--- src/rtl/uart_tx_gen_pkg.sv ---
// Shared UART types: transmitter FSM states, parity modes, minimum frame length.
// The parity helper is also used by the receive path, so it takes a fixed-width
// argument and a runtime length instead of depending on a module parameter.
package uart_pkg;

    typedef enum logic [2:0] {
        IDLE,
        START,
        DATA,
        PARITY,
        STOP1,
        STOP2,
        BRK_REC
    } tx_state_e;

    typedef enum logic [1:0] {
        PAR_EVEN,
        PAR_ODD,
        PAR_MARK,
        PAR_SPACE
    } parity_e;

    localparam int unsigned MIN_LEN = 5;

    // Parity over data[len-1:0] only; bits at or above len are ignored.
    function automatic logic parity_bit(input logic [15:0] data,
                                        input logic [7:0]  len,
                                        input parity_e     ptype);
        logic p;
        p = 1'b0;
        for (int i = 0; i < 16; i++) begin
            if (i < int'(len)) begin
                p = p ^ data[i];
            end
        end
        case (ptype)
            PAR_EVEN:  return p;
            PAR_ODD:   return ~p;
            PAR_MARK:  return 1'b1;
            default:   return 1'b0;
        endcase
    endfunction

endpackage

--- src/rtl/uart_tx_gen_if.sv ---
// Valid/ready word interface between the bus-side source and the UART transmitter.
// master = data source (drives s_valid/s_data), slave = transmitter (drives s_ready).
// Transfer happens on a rising edge with s_valid && s_ready both high.
interface uart_tx_gen_if #(
    parameter int DATA_W = 8
) ();
    logic              s_valid;
    logic              s_ready;
    logic [DATA_W-1:0] s_data;

    modport master (output s_valid, output s_data, input s_ready);
    modport slave  (input s_valid, input s_data, output s_ready);
endinterface

--- src/rtl/uart_tx_gen_baud_gen.sv ---
// Baud timer: down-counter that marks the last clock of each serial bit.
// Latency: o_bit_end is combinational from the counter; bit length = max(i_div,1) clocks.
// Backpressure: none; i_load restarts the bit and latches the divisor for auto-reload.
// Ports: clk/rst_n, i_load + i_div (restart with new divisor), i_en (count), o_bit_end.
module uart_baud_gen #(
    parameter int DIV_W = 16
) (
    input  logic             clk,
    input  logic             rst_n,
    input  logic             i_load,
    input  logic [DIV_W-1:0] i_div,
    input  logic             i_en,
    output logic             o_bit_end
);
    logic [DIV_W-1:0] r_cnt;
    logic [DIV_W-1:0] r_reload;
    logic [DIV_W-1:0] w_div_m1;

    // Divisor 0 and 1 both give a one-clock bit.
    assign w_div_m1 = (i_div == '0) ? '0 : i_div - DIV_W'(1);

    always_ff @(posedge clk or negedge rst_n) begin
        if (!rst_n) begin
            r_cnt    <= '0;
            r_reload <= '0;
        end else if (i_load) begin
            r_cnt    <= w_div_m1;
            r_reload <= w_div_m1;
        end else if (i_en) begin
            r_cnt <= (r_cnt == '0) ? r_reload : r_cnt - DIV_W'(1);
        end
    end

    assign o_bit_end = i_en && (r_cnt == '0);
endmodule

--- src/rtl/uart_tx_gen.sv ---
// UART transmitter with one-entry holding buffer, programmable baud, parity, stop bits, break.
// Latency: word accepted on edge N launches START on edge N+1 when idle; back-to-back frames are gap-free.
// Backpressure: s_ready = holding buffer empty; freed the cycle a frame launches or is rejected.
// Ports: tx_clk/rst (async active-low); divisor/length/parity_en/parity_type/stop2 are snapshotted
// with each accepted word; brk requests a break while idle; s_if carries the word handshake;
// tx serial out (idle high), tx_busy, tx_done (last clock of final stop), tx_err (bad length).
module uart_tx_gen
    import uart_pkg::*;
#(
    parameter int DATA_W = 8,
    parameter int DIV_W  = 16,
    parameter int LEN_W  = 4
) (
    input  logic             tx_clk,
    input  logic             rst,
    input  logic [DIV_W-1:0] divisor,
    input  logic [LEN_W-1:0] length,
    input  logic             parity_en,
    input  logic [1:0]       parity_type,
    input  logic             stop2,
    input  logic             brk,
    uart_tx_gen_if.slave     s_if,
    output logic             tx,
    output logic             tx_busy,
    output logic             tx_done,
    output logic             tx_err
);
    typedef struct packed {
        logic [DIV_W-1:0] div;
        logic [LEN_W-1:0] len;
        logic             pen;
        parity_e          ptype;
        logic             stop2;
    } cfg_t;

    tx_state_e         r_state, w_state_nxt;
    logic              r_hold_full;
    logic [DATA_W-1:0] r_hold_data;
    cfg_t              r_hold_cfg;
    logic [DATA_W-1:0] r_shift;
    logic [LEN_W-1:0]  r_bit_cnt;
    logic [LEN_W-1:0]  r_len;
    logic              r_pen;
    logic              r_stop2;
    logic              r_par;
    logic              r_brk;
    logic              r_err;

    logic              w_accept;
    logic              w_try;
    logic              w_launch;
    logic              w_drop;
    logic              w_len_ok;
    logic              w_load;
    logic [DIV_W-1:0]  w_load_div;
    logic              w_bit_end;
    logic              w_final_stop;

    assign w_accept = s_if.s_valid && !r_hold_full;
    assign s_if.s_ready = !r_hold_full;

    assign w_len_ok = (32'(r_hold_cfg.len) >= MIN_LEN) && (32'(r_hold_cfg.len) <= DATA_W);

    assign w_final_stop = (r_state == STOP2) || (r_state == STOP1 && !r_stop2);

    uart_baud_gen #(.DIV_W(DIV_W)) u_baud (
        .clk       (tx_clk),
        .rst_n     (rst),
        .i_load    (w_load),
        .i_div     (w_load_div),
        .i_en      (r_state != IDLE),
        .o_bit_end (w_bit_end)
    );

    always_ff @(posedge tx_clk or negedge rst) begin
        if (!rst) begin
            r_state <= IDLE;
        end else begin
            r_state <= w_state_nxt;
        end
    end

    // w_try marks every point where a buffered word may start: idle with no break,
    // end of break recovery, or the last clock of the final stop bit.
    always_comb begin
        w_state_nxt = r_state;
        w_try       = 1'b0;
        w_launch    = 1'b0;
        w_drop      = 1'b0;
        w_load      = 1'b0;
        w_load_div  = r_hold_cfg.div;
        case (r_state)
            IDLE: begin
                if (r_brk && !brk) begin
                    w_state_nxt = BRK_REC;
                    w_load      = 1'b1;
                    w_load_div  = divisor;
                end else if (!brk && !r_brk && r_hold_full) begin
                    w_try = 1'b1;
                end
            end
            START: begin
                if (w_bit_end) w_state_nxt = DATA;
            end
            DATA: begin
                if (w_bit_end && (r_bit_cnt == r_len - LEN_W'(1))) begin
                    w_state_nxt = r_pen ? PARITY : STOP1;
                end
            end
            PARITY: begin
                if (w_bit_end) w_state_nxt = STOP1;
            end
            STOP1: begin
                if (w_bit_end) begin
                    if (r_stop2) begin
                        w_state_nxt = STOP2;
                    end else begin
                        w_state_nxt = IDLE;
                        w_try       = r_hold_full;
                    end
                end
            end
            STOP2, BRK_REC: begin
                if (w_bit_end) begin
                    w_state_nxt = IDLE;
                    w_try       = r_hold_full;
                end
            end
            default: w_state_nxt = IDLE;
        endcase

        if (w_try) begin
            if (w_len_ok) begin
                w_launch    = 1'b1;
                w_state_nxt = START;
                w_load      = 1'b1;
                w_load_div  = r_hold_cfg.div;
            end else begin
                w_drop = 1'b1;
            end
        end
    end

    always_ff @(posedge tx_clk or negedge rst) begin
        if (!rst) begin
            r_hold_full <= 1'b0;
            r_hold_data <= '0;
            r_hold_cfg  <= '0;
            r_shift     <= '0;
            r_bit_cnt   <= '0;
            r_len       <= '0;
            r_pen       <= 1'b0;
            r_stop2     <= 1'b0;
            r_par       <= 1'b0;
            r_brk       <= 1'b0;
            r_err       <= 1'b0;
        end else begin
            // Launch/drop frees the buffer; an accept in the same cycle refills it.
            r_hold_full <= w_accept || (r_hold_full && !(w_launch || w_drop));
            if (w_accept) begin
                r_hold_data <= s_if.s_data;
                r_hold_cfg  <= '{div: divisor, len: length, pen: parity_en,
                                 ptype: parity_e'(parity_type), stop2: stop2};
            end
            if (w_launch) begin
                r_shift   <= r_hold_data;
                r_bit_cnt <= '0;
                r_len     <= r_hold_cfg.len;
                r_pen     <= r_hold_cfg.pen;
                r_stop2   <= r_hold_cfg.stop2;
                r_par     <= parity_bit(16'(r_hold_data), 8'(r_hold_cfg.len), r_hold_cfg.ptype);
            end else if (r_state == DATA && w_bit_end) begin
                r_shift   <= r_shift >> 1;
                r_bit_cnt <= r_bit_cnt + LEN_W'(1);
            end
            // Break is only honoured while idle; registering it keeps tx high out of reset.
            r_brk <= (r_state == IDLE) && brk;
            r_err <= w_drop;
        end
    end

    always_comb begin
        tx = 1'b1;
        case (r_state)
            IDLE:    tx = !r_brk;
            START:   tx = 1'b0;
            DATA:    tx = r_shift[0];
            PARITY:  tx = r_par;
            default: tx = 1'b1;
        endcase
    end

    assign tx_busy = (r_state != IDLE) || r_brk;
    assign tx_done = w_final_stop && w_bit_end;
    assign tx_err  = r_err;
endmodule

--- src/flat_wrapper.sv ---
// flat-port wrapper written by rule: the top's interface ports become plain ports
module uart_tx_gen_flat import uart_pkg::*;
#(
    parameter int DATA_W = 8,
    parameter int DIV_W  = 16,
    parameter int LEN_W  = 4
)
  (tx_clk, rst, divisor, length, parity_en, parity_type, stop2, brk, tx, tx_busy, tx_done, tx_err, s_if_s_valid, s_if_s_data, s_if_s_ready);
  uart_tx_gen_if #(.DATA_W(DATA_W)) s_if_i ();
  input  logic tx_clk;
  input  logic rst;
  input  logic [DIV_W-1:0] divisor;
  input  logic [LEN_W-1:0] length;
  input  logic parity_en;
  input  logic [1:0] parity_type;
  input  logic stop2;
  input  logic brk;
  output logic tx;
  output logic tx_busy;
  output logic tx_done;
  output logic tx_err;
  input wire logic [$bits(s_if_i.s_valid)-1:0] s_if_s_valid;
  input wire logic [$bits(s_if_i.s_data)-1:0] s_if_s_data;
  output wire logic [$bits(s_if_i.s_ready)-1:0] s_if_s_ready;
  assign s_if_i.s_valid = s_if_s_valid;
  assign s_if_i.s_data = s_if_s_data;
  assign s_if_s_ready = s_if_i.s_ready;
  uart_tx_gen #(.DATA_W(DATA_W), .DIV_W(DIV_W), .LEN_W(LEN_W)) u_core (.tx_clk(tx_clk), .rst(rst), .divisor(divisor), .length(length), .parity_en(parity_en), .parity_type(parity_type), .stop2(stop2), .brk(brk), .s_if(s_if_i), .tx(tx), .tx_busy(tx_busy), .tx_done(tx_done), .tx_err(tx_err));
endmodule
--- config.mk ---
export PLATFORM = sky130hd
export DESIGN_NAME = uart_tx_gen_flat
export DESIGN_NICKNAME = d
export VERILOG_FILES = /design/src/rtl/uart_tx_gen_pkg.sv /design/src/rtl/uart_tx_gen_if.sv /design/src/rtl/uart_tx_gen_baud_gen.sv /design/src/rtl/uart_tx_gen.sv /design/src/flat_wrapper.sv
export SDC_FILE = /design/constraint.sdc
export NUM_CORES = 1
export LEC_CHECK = 0
export ABC_AREA = 1
export BUFFER_PORTS_ARGS = -buffer_cell sky130_fd_sc_hd__buf_2
export CAP_MARGIN = 0
export CORE_ASPECT_RATIO = 1.4
export CORE_MARGIN = 2
export CORE_UTILIZATION = 50
export DETAILED_ROUTE_END_ITERATION = 7
export GPL_ROUTABILITY_DRIVEN = 0
export GPL_TIMING_DRIVEN = 0
export PLACE_DENSITY = 0.79
export SLEW_MARGIN = 20
export SYNTH_ARGS = -nofsm -noshare
export SYNTH_HDL_FRONTEND = slang
export SYNTH_SLANG_ARGS = --single-unit
export TNS_END_PERCENT = 20
--- constraint.sdc ---
create_clock -name tx_clk -period 2.09 [get_ports tx_clk]
set_clock_uncertainty 0.05 [all_clocks]
set_input_delay 0.3135 -clock tx_clk [delete_from_list [all_inputs] [get_ports tx_clk]]
set_output_delay 0.3135 -clock tx_clk [all_outputs]
set_load 0.02 [all_outputs]
==> qor.csv, run 1 <==
stage;metric;value;unit
grt;number of global-route vias before repair;5237;
grt;number of antenna violations at the first check in global routing;0;
sta;share of the cycle needed by the critical path after routing;1.152;
sta;total negative slack;-8.633;ns
yosys;syn avg cell area;7.283;µm²
place;post-place instance area;5821;µm²
drt;Final Routed Wirelength;16090;µm
final_layout;Layout Area Growth over Synthesis;27.72;%
grt;pin count of the biggest net entering global routing;52;
final_layout;fraction of layout cells with a size suffix above 1;0.2622;
sta;final slew viol count;0;
clock_network;clock tree buffer depth;2;
final_layout;summed area of non-filler cells in the final layout;6912;µm²
floorplanning;number of rows in the core area;44;
drt;via count of the routed design;5501;
yosys;share of Yosys cell area claimed by the top area cell type;0.4116;
sta;post-route worst hold slack;0.1474;ns
floorplanning;y dimension of the die;127.1;µm
yosys;synthesized area;5411;µm²
min_path;depth of the worst hold-timing path;2;
pwr;Power, Total;9.382;mW
yosys;Post-synth top flop;sky130_fd_sc_hd__dfrtp_1;
sta;Slew headroom;0.5744;
drt;DRC violation count after routing;0;
sta;transition time at the pin with the least slew margin;0.6385;ns
sta;shortest period the worst path allows;2.408;ns
drt;via-per-instance ratio;5.631;
floorplanning;Die Area;11680;µm²
place;pre-CTS worst setup slack;-0.4546;ns
final_layout;final-stage net count;876;
setup_path;critical setup path kind;reg2reg;
place;total of buffers placed on input and output ports;40;
grt;first-pass GRT wire length;24650;µm
drt;DRC marker count from the first detailed-route iteration;591;
floorplanning;placeable core region;10460;µm²
yosys;leading post-synthesis cells by cell area;sky130_fd_sc_hd__dfrtp_1 (41%), sky130_fd_sc_hd__nand2_1 (13%), sky130_fd_sc_hd__nor2_1 (6.6%);
setup_path;Critical Path Max Stage Delay;0.46;ns
min_path;Hold EP;u_core.r_hold_data[3];
setup_path;critical path's slowest cell;sky130_fd_sc_hd__dfrtp_2;
clock_network;clock latency of the later-clocked register in the worst-skew pair;0.35;ns
setup_path;critical path startpoint category;register;
setup_path;Register-to-Register Setup Slack;-0.32;ns
yosys;Post-Syn Nets;785;
final_layout;fillers;793;
setup_path;Critical Path RT;2.31;ns
clock_network;number of H-tree levels;3;
setup_path;count of buffering cells on the critical path with inverters included;4;
final_layout;total area of sequential cells;2231;µm²
yosys;fraction of registers with async set or reset after synthesis;1.000;
setup_path;endpoint of the worst-slack reg-to-reg timing path;u_core.u_baud.r_cnt[15];
sta;setup repair after global routing missed its margin;yes;
yosys;number of synthesized flops with an enable pin;0;
clock_network;clock tree from TritonCTS;built;
run_status;outcome;finished, violations left;
clock_network;clock-pin slew on the worst setup and hold paths;0.07;ns
floorplanning;Die Span X;91.93;µm
grt;global routing usage summed across all routing layers;0.2642;
run_status;violated checks;negative setup slack;
final_layout;most common cell after layout, fill and taps aside;sky130_fd_sc_hd__nand2_1;
final_layout;final antenna diode count;0;
setup_path;ordered cell list for the critical path;nor2_8 -> nand3_4 -> buf_12 -> buf_16 -> nand2_4 -> nand2_4 -> nor2_4 -> buf_6 -> buf_4 -> nand2_2 -> nor2_2 -> nand2_1 -> nand2_2 -> nand3_4 -> a21oi_2;
setup_path;path depth of the worst reg2reg path;15;
setup_path;highest net fanout along the worst path;6;
drt;wire length per cell;16.47;µm
pwr;Peak supply drop;0.8982;mV
job;max-cap violation count;0;
yosys;Gate Count Post-Synth;743;
final_layout;most frequent cells in the layout;sky130_fd_sc_hd__nand2_1 (172), sky130_fd_sc_hd__inv_1 (87), sky130_fd_sc_hd__dfrtp_1 (86), sky130_fd_sc_hd__nor2_1 (83), sky130_fd_sc_hd__o21ai_0 (47);
setup_path;WP data arrival;2.63;ns
clock_network;Root Driver;sky130_fd_sc_hd__clkbuf_16;
min_path;worst hold start;s_if_s_data[3];
sta;number of failing setup endpoints in the final timing report;34;
setup_path;Setup crit end kind;register;
setup_path;cell family with most CP delay;simple AND/OR/NAND/NOR gates;
clock_network;number of CTS-inserted buffers;9;
pwr;total power density per cell area;1357;nW/µm²
yosys;Yosys reg bits;89;
yosys;part of the Yosys area used for sequential elements;0.4116;
sta;worst path setup slack after routing;-0.3176;ns
grt;total gr overflow;0;
floorplanning;IO Count;41;
yosys;Synth area leader;sky130_fd_sc_hd__dfrtp_1;
min_path;Hold Crit Class;in2reg;
floorplanning;initial cell density of the core;0.5173;
sta;highest attainable clock frequency;415.4;MHz
setup_path;FF-to-FF Start;u_core.r_state[1];
final_layout;area occupied by multi-input gates;3034;µm²
yosys;number of different library cells in the post-synthesis netlist;43;
drt;antenna-violating nets left;0;
pwr;leakage power;3.352;nW
sta;Final Hold Fails;0;
place;post-DP HPWL;9786;µm
clock_network;Num Clock Sinks;89;
yosys;number of warnings reported in the yosys synthesis log;0;
drt;number of iterations in the first detailed-routing pass;8;
worst reg2reg max path, cell delays in order, from the launching register on:
cell and delay [ns]:
sky130_fd_sc_hd__dfrtp_2 0.46, sky130_fd_sc_hd__nor2_8 0.18, sky130_fd_sc_hd__nand3_4 0.15, sky130_fd_sc_hd__buf_12 0.16, sky130_fd_sc_hd__buf_16 0.13, sky130_fd_sc_hd__nand2_4 0.06
sky130_fd_sc_hd__nand2_4 0.07, sky130_fd_sc_hd__nor2_4 0.16, sky130_fd_sc_hd__buf_6 0.11, sky130_fd_sc_hd__buf_4 0.10, sky130_fd_sc_hd__nand2_2 0.07, sky130_fd_sc_hd__nor2_2 0.14
sky130_fd_sc_hd__nand2_1 0.11, sky130_fd_sc_hd__nand2_2 0.13, sky130_fd_sc_hd__nand3_4 0.09, sky130_fd_sc_hd__a21oi_2 0.15
power by group:
| part | internal, mW | switching, mW |
|---|---|---|
| sequential | 2.51 | 0.603 |
| clock | 1.06 | 0.695 |
| combinational | 1.76 | 2.75 |
flip-flops by register name, summed over array words and instances (netlist names):
| signal | cells |
|---|---|
| u_core.r_brk | 1 |
| u_core.r_par | 1 |
| u_core.r_hold_data | 8 |
| u_core.r_len | 4 |
| u_core.r_stop2 | 1 |
| u_core.u_baud.r_cnt | 16 |
| u_core.r_state | 3 |
| u_core.r_bit_cnt | 4 |
| u_core.r_hold_cfg | 24 |
| u_core.tx_err | 1 |
| u_core.r_shift | 8 |
| u_core.r_hold_full | 1 |
| u_core.u_baud.r_reload | 16 |
| u_core.r_pen | 1 |
repair_timing:
action | in CTS | in global routing
gates cloned | 2 | 0
gates resized for setup | 63 | 61
endpoints found under the setup margin | 55 | 65
buffers inserted | 27 | 9
hold buffers | 1 | 0
pin swaps | 17 | 17
endpoints found under the hold margin | 38 | 0
cell usage after synthesis, types with 4 or more instances:
cell type / number
sky130_fd_sc_hd__nand3_1: 33
sky130_fd_sc_hd__a21oi_1: 40
sky130_fd_sc_hd__clkbuf_1: 13
sky130_fd_sc_hd__nand3_2: 8
sky130_fd_sc_hd__nand2_1: 192
sky130_fd_sc_hd__xor2_1: 14
sky130_fd_sc_hd__nor3_1: 6
sky130_fd_sc_hd__mux2_2: 7
sky130_fd_sc_hd__nand2_2: 7
sky130_fd_sc_hd__buf_6: 4
sky130_fd_sc_hd__o211ai_1: 4
sky130_fd_sc_hd__o21ai_0: 52
sky130_fd_sc_hd__nand4_1: 19
sky130_fd_sc_hd__dfrtp_1: 89
sky130_fd_sc_hd__nor2_1: 95
sky130_fd_sc_hd__o21ai_1: 14
sky130_fd_sc_hd__xnor2_1: 6
sky130_fd_sc_hd__ha_1: 6
sky130_fd_sc_hd__inv_1: 91
through the flow:
| step | utilization | std cells |
|---|---|---|
| floorplan | - | 743 |
| global placement | 0.5536 | 921 |
| detailed placement | 0.5565 | 922 |
| CTS | 0.6356 | 968 |
| global route | 0.6608 | 977 |
| finish | 0.6608 | 977 |
layout make-up:
type,count,share of cell area
multi-input combinational,535,0.4390
sequential,89,0.3228
timing repair buffer,80,0.08508
inverter,96,0.05286
clock buffer,13,0.04055
buffer,23,0.02806
tap,138,0.02498
clock inverter,3,0.006698
worst max-delay path by stage:
stage	from	endpoint	slack (ns)	depth (start not counted)
after floorplan	u_core.r_state[1]	u_core.u_baud.r_reload[14]	-0.03	13
after global routing	u_core.r_state[1]	u_core.u_baud.r_cnt[14]	-0.49	14
after global placement	u_core.u_baud.r_cnt[0]	u_core.u_baud.r_reload[15]	-0.45	12
after CTS	u_core.u_baud.r_cnt[0]	tx_done	-0.32	10
after detailed placement	u_core.u_baud.r_cnt[0]	u_core.u_baud.r_reload[15]	-0.45	12
final	u_core.r_state[1]	u_core.u_baud.r_cnt[15]	-0.32	15
cells by family (layout without fill, tap and decap cells):
kind of cell	count (synthesis)	after routing	share of synthesized area
simple gates	379	379	0.3119
xor+xnor	20	20	0.03237
fa+ha+maj	6	6	0.01387
compound gates	123	123	0.1230
mux	7	7	0.01457
flops	89	89	0.4116
buf+inv	119	215	0.09271
layer usage:
| layer | part of all wire | wire (µm) | track usage |
|---|---|---|---|
| met1 | 0.38 | 6055 | 0.3034 |
| met2 | 0.51 | 8169 | 0.4654 |
| met3 | 0.067 | 1070 | 0.03774 |
| met4 | 0.049 | 795 | 0.1572 |
| met5 | 0 | 0 | 0 |
No activity file was read; power rests on OpenSTA's default activity.
==> inputs of run 2 (changes only) <==
--- a/config.mk
+++ b/config.mk
@@ -6,7 +6,7 @@
 export NUM_CORES = 1
 export LEC_CHECK = 0
 export ABC_AREA = 1
-export BUFFER_PORTS_ARGS = -buffer_cell sky130_fd_sc_hd__buf_2
+export BUFFER_PORTS_ARGS = -buffer_cell sky130_fd_sc_hd__buf_4
 export CAP_MARGIN = 0
 export CORE_ASPECT_RATIO = 1.4
 export CORE_MARGIN = 2
==> run 2 against run 1 <==
The flow finishes with violations (negative hold slack, negative setup slack). Via count increased by 6.9%. Critical path depth unchanged. Clock power decreased by 5%. Core utilization increased by 1.8 points. Maximum frequency decreased by 7.7%. Sequential share of layout area decreased by 0.85 points. Largest cell class unchanged. Wire length increased by 14%.
==> qor.csv, run 2 (synthesis results as in run 1) <==
stage;metric;value;unit
pwr;switching power total;4.342;mW
drt;DRC violation count after routing;0;
setup_path;critical setup path kind;reg2reg;
run_status;violated checks;negative hold slack, negative setup slack;
setup_path;Critical Path Max Stage Delay;0.45;ns
floorplanning;IO Count;41;
drt;Final Routed Wirelength;18300;µm
setup_path;cell family with most CP delay;simple AND/OR/NAND/NOR gates;
grt;pin count of the biggest net entering global routing;90;
drt;DRC marker count from the first detailed-route iteration;799;
pwr;Sw Ratio;0.4496;
setup_path;critical path's slowest cell;sky130_fd_sc_hd__dfrtp_2;
pwr;sequential power share;0.327;
clock_network;clock-pin slew on the worst setup and hold paths;0.07;ns
sta;number of failing setup endpoints in the final timing report;44;
sta;Final Hold Fails;48;
final_layout;Layout Area Growth over Synthesis;31.19;%
grt;first-pass GRT wire length;26880;µm
place;pre-CTS worst setup slack;-0.4387;ns
final_layout;final antenna diode count;0;
setup_path;ordered cell list for the critical path;nor2_8 -> nand3_4 -> buf_4 -> nand2_1 -> nand2_2 -> nor2_4 -> nand2_1 -> nor2_1 -> nand2_1 -> nand2_4 -> inv_6 -> buf_12 -> buf_12 -> nand2_4 -> o21ai_1;
clock_network;clock tree buffer depth;2;
sta;highest attainable clock frequency;383.5;MHz
clock_network;Root Driver;sky130_fd_sc_hd__clkbuf_16;
grt;total gr overflow;0;
setup_path;highest net fanout along the worst path;7;
job;max-cap violation count;0;
sta;share of the cycle needed by the critical path after routing;1.248;
drt;wire length per cell;18.71;µm
min_path;Hold Crit Class;in2async;
setup_path;Setup crit end kind;register;
floorplanning;Die Span X;91.93;µm
pwr;combinational group share of total power;0.498;
sta;final slew viol count;0;
final_layout;fraction of layout cells with a size suffix above 1;0.2702;
grt;number of global-route vias before repair;5621;
setup_path;path depth of the worst reg2reg path;15;
floorplanning;number of rows in the core area;44;
setup_path;Critical Path RT;2.29;ns
sta;post-route worst hold slack;-0.02278;ns
sta;transition time at the pin with the least slew margin;0.8129;ns
sta;Slew headroom;0.4580;
clock_network;number of H-tree levels;3;
place;post-DP HPWL;9984;µm
final_layout;registers with the highest flip-flop counts;u_core.r_hold_cfg: 24 flops, u_core.u_baud.r_cnt: 16 flops, u_core.u_baud.r_reload: 16 flops;
final_layout;final-stage net count;877;
run_status;outcome;finished, violations left;
floorplanning;Die Area;11680;µm²
floorplanning;y dimension of the die;127.1;µm
pwr;portion of total power attributed to the clock network;0.174;
final_layout;flip-flop count of the largest register, all copies and words added;24;
floorplanning;initial cell density of the core;0.5173;
final_layout;most common cell after layout, fill and taps aside;sky130_fd_sc_hd__nand2_1;
drt;number of iterations in the first detailed-routing pass;6;
drt;via count of the routed design;5883;
pwr;leakage power;3.396;nW
clock_network;clock latency of the later-clocked register in the worst-skew pair;0.36;ns
clock_network;number of CTS-inserted buffers;9;
setup_path;WP data arrival;2.81;ns
grt;number of antenna violations at the first check in global routing;0;
clock_network;clock tree from TritonCTS;built;
setup_path;critical path depth in cells;15;
pwr;internal cell power;5.317;mW
pwr;Peak supply drop;0.8236;mV
sta;shortest period the worst path allows;2.607;ns
final_layout;top register by number of flip-flops;u_core.r_hold_cfg;
sta;worst path setup slack after routing;-0.5175;ns
setup_path;critical path startpoint category;register;
final_layout;most frequent cells in the layout;sky130_fd_sc_hd__nand2_1 (167), sky130_fd_sc_hd__inv_1 (86), sky130_fd_sc_hd__dfrtp_1 (86), sky130_fd_sc_hd__nor2_1 (84), sky130_fd_sc_hd__buf_4 (75);
pwr;total power density per cell area;1361;nW/µm²
drt;via-per-instance ratio;6.015;
sta;setup repair after global routing missed its margin;yes;
drt;antenna-violating nets left;0;
setup_path;count of buffering cells on the critical path with inverters included;4;
clock_network;Num Clock Sinks;89;
place;total of buffers placed on input and output ports;40;
floorplanning;placeable core region;10460;µm²
grt;global routing usage summed across all routing layers;0.2935;
setup_path;crit-path most repeated cell;sky130_fd_sc_hd__nand2_1;
[run 2: cell types whose count changed in the layout (fill, tap and decap cells not counted), moves of 5 or more]
cell                      delta
sky130_fd_sc_hd__nor2_4      +5
sky130_fd_sc_hd__nand2_1     -5
sky130_fd_sc_hd__o21ai_0     -9
sky130_fd_sc_hd__buf_2      -39
sky130_fd_sc_hd__nor2_2      -6
sky130_fd_sc_hd__o21ai_1     +7
sky130_fd_sc_hd__buf_4      +39
[run 2: final timing paths]
check | startpoint | endpoint | slack [ns]
max | u_core.r_state[1] | u_core.u_baud.r_reload[14] | -0.52
min | rst | u_core.r_len[0] | -0.02
max reg2reg | u_core.r_state[1] | u_core.u_baud.r_reload[14] | -0.52
min reg2reg | u_core.u_baud.r_reload[7] | u_core.u_baud.r_reload[7] | 0.43
max in group asynchronous | rst | u_core.r_state[2] | 1.43
min in group tx_clk | parity_en | u_core.r_hold_cfg[3] | 0.13
[run 2: through the flow]
stage	utilization	total power [mW]	setup TNS, ns	cells	instance area, µm²
2_1_floorplan	-	5.669	-0.1770	743	5418
3_3_place_gp	0.5632	6.406	-12.22	921	5891
3_5_place_dp	0.5632	6.592	-13.28	921	5891
4_1_cts	0.6526	8.793	-3.847	973	6827
5_1_grt	0.6787	10.15	-18.87	978	7099
6_report	0.6787	9.659	-14.29	978	7099
[run 2: final cells by class]
type,instances,area [µm²]
Multi-Input combinational cell,535,3105
Clock buffer,12,246.5
Timing Repair Buffer,81,684.4
Buffer,23,237.7
Fill cell,739,3361
Clock inverter,4,51.30
Tap cell,138,172.7
Inverter,96,370.4
Sequential cell,89,2231
[run 2: timing repair]
| action | CTS | global route |
|---|---|---|
| hold buffers | 0 | 0 |
| buffers inserted | 34 | 5 |
| setup endpoints to repair | 55 | 66 |
| resized for setup | 82 | 73 |
| pin swaps | 25 | 24 |
| cloned | 2 | 0 |
[run 2: power by group through the flow]
stage               combinational, mW  sequential, mW  clock, mW
floorplan                        2.72            2.95          0
global placement                 3.33            3.08          0
finish                           4.81            3.16       1.68
detailed placement               3.47            3.12          0
CTS                              4.03            3.09       1.67
global route                     5.17            3.23       1.74
[run 2: metal layers]
metal  global-route usage  share of wire
met3              0.06899          0.093
met4               0.1949          0.071
met2               0.5017           0.49
met1               0.3241           0.35
met5                    0              0
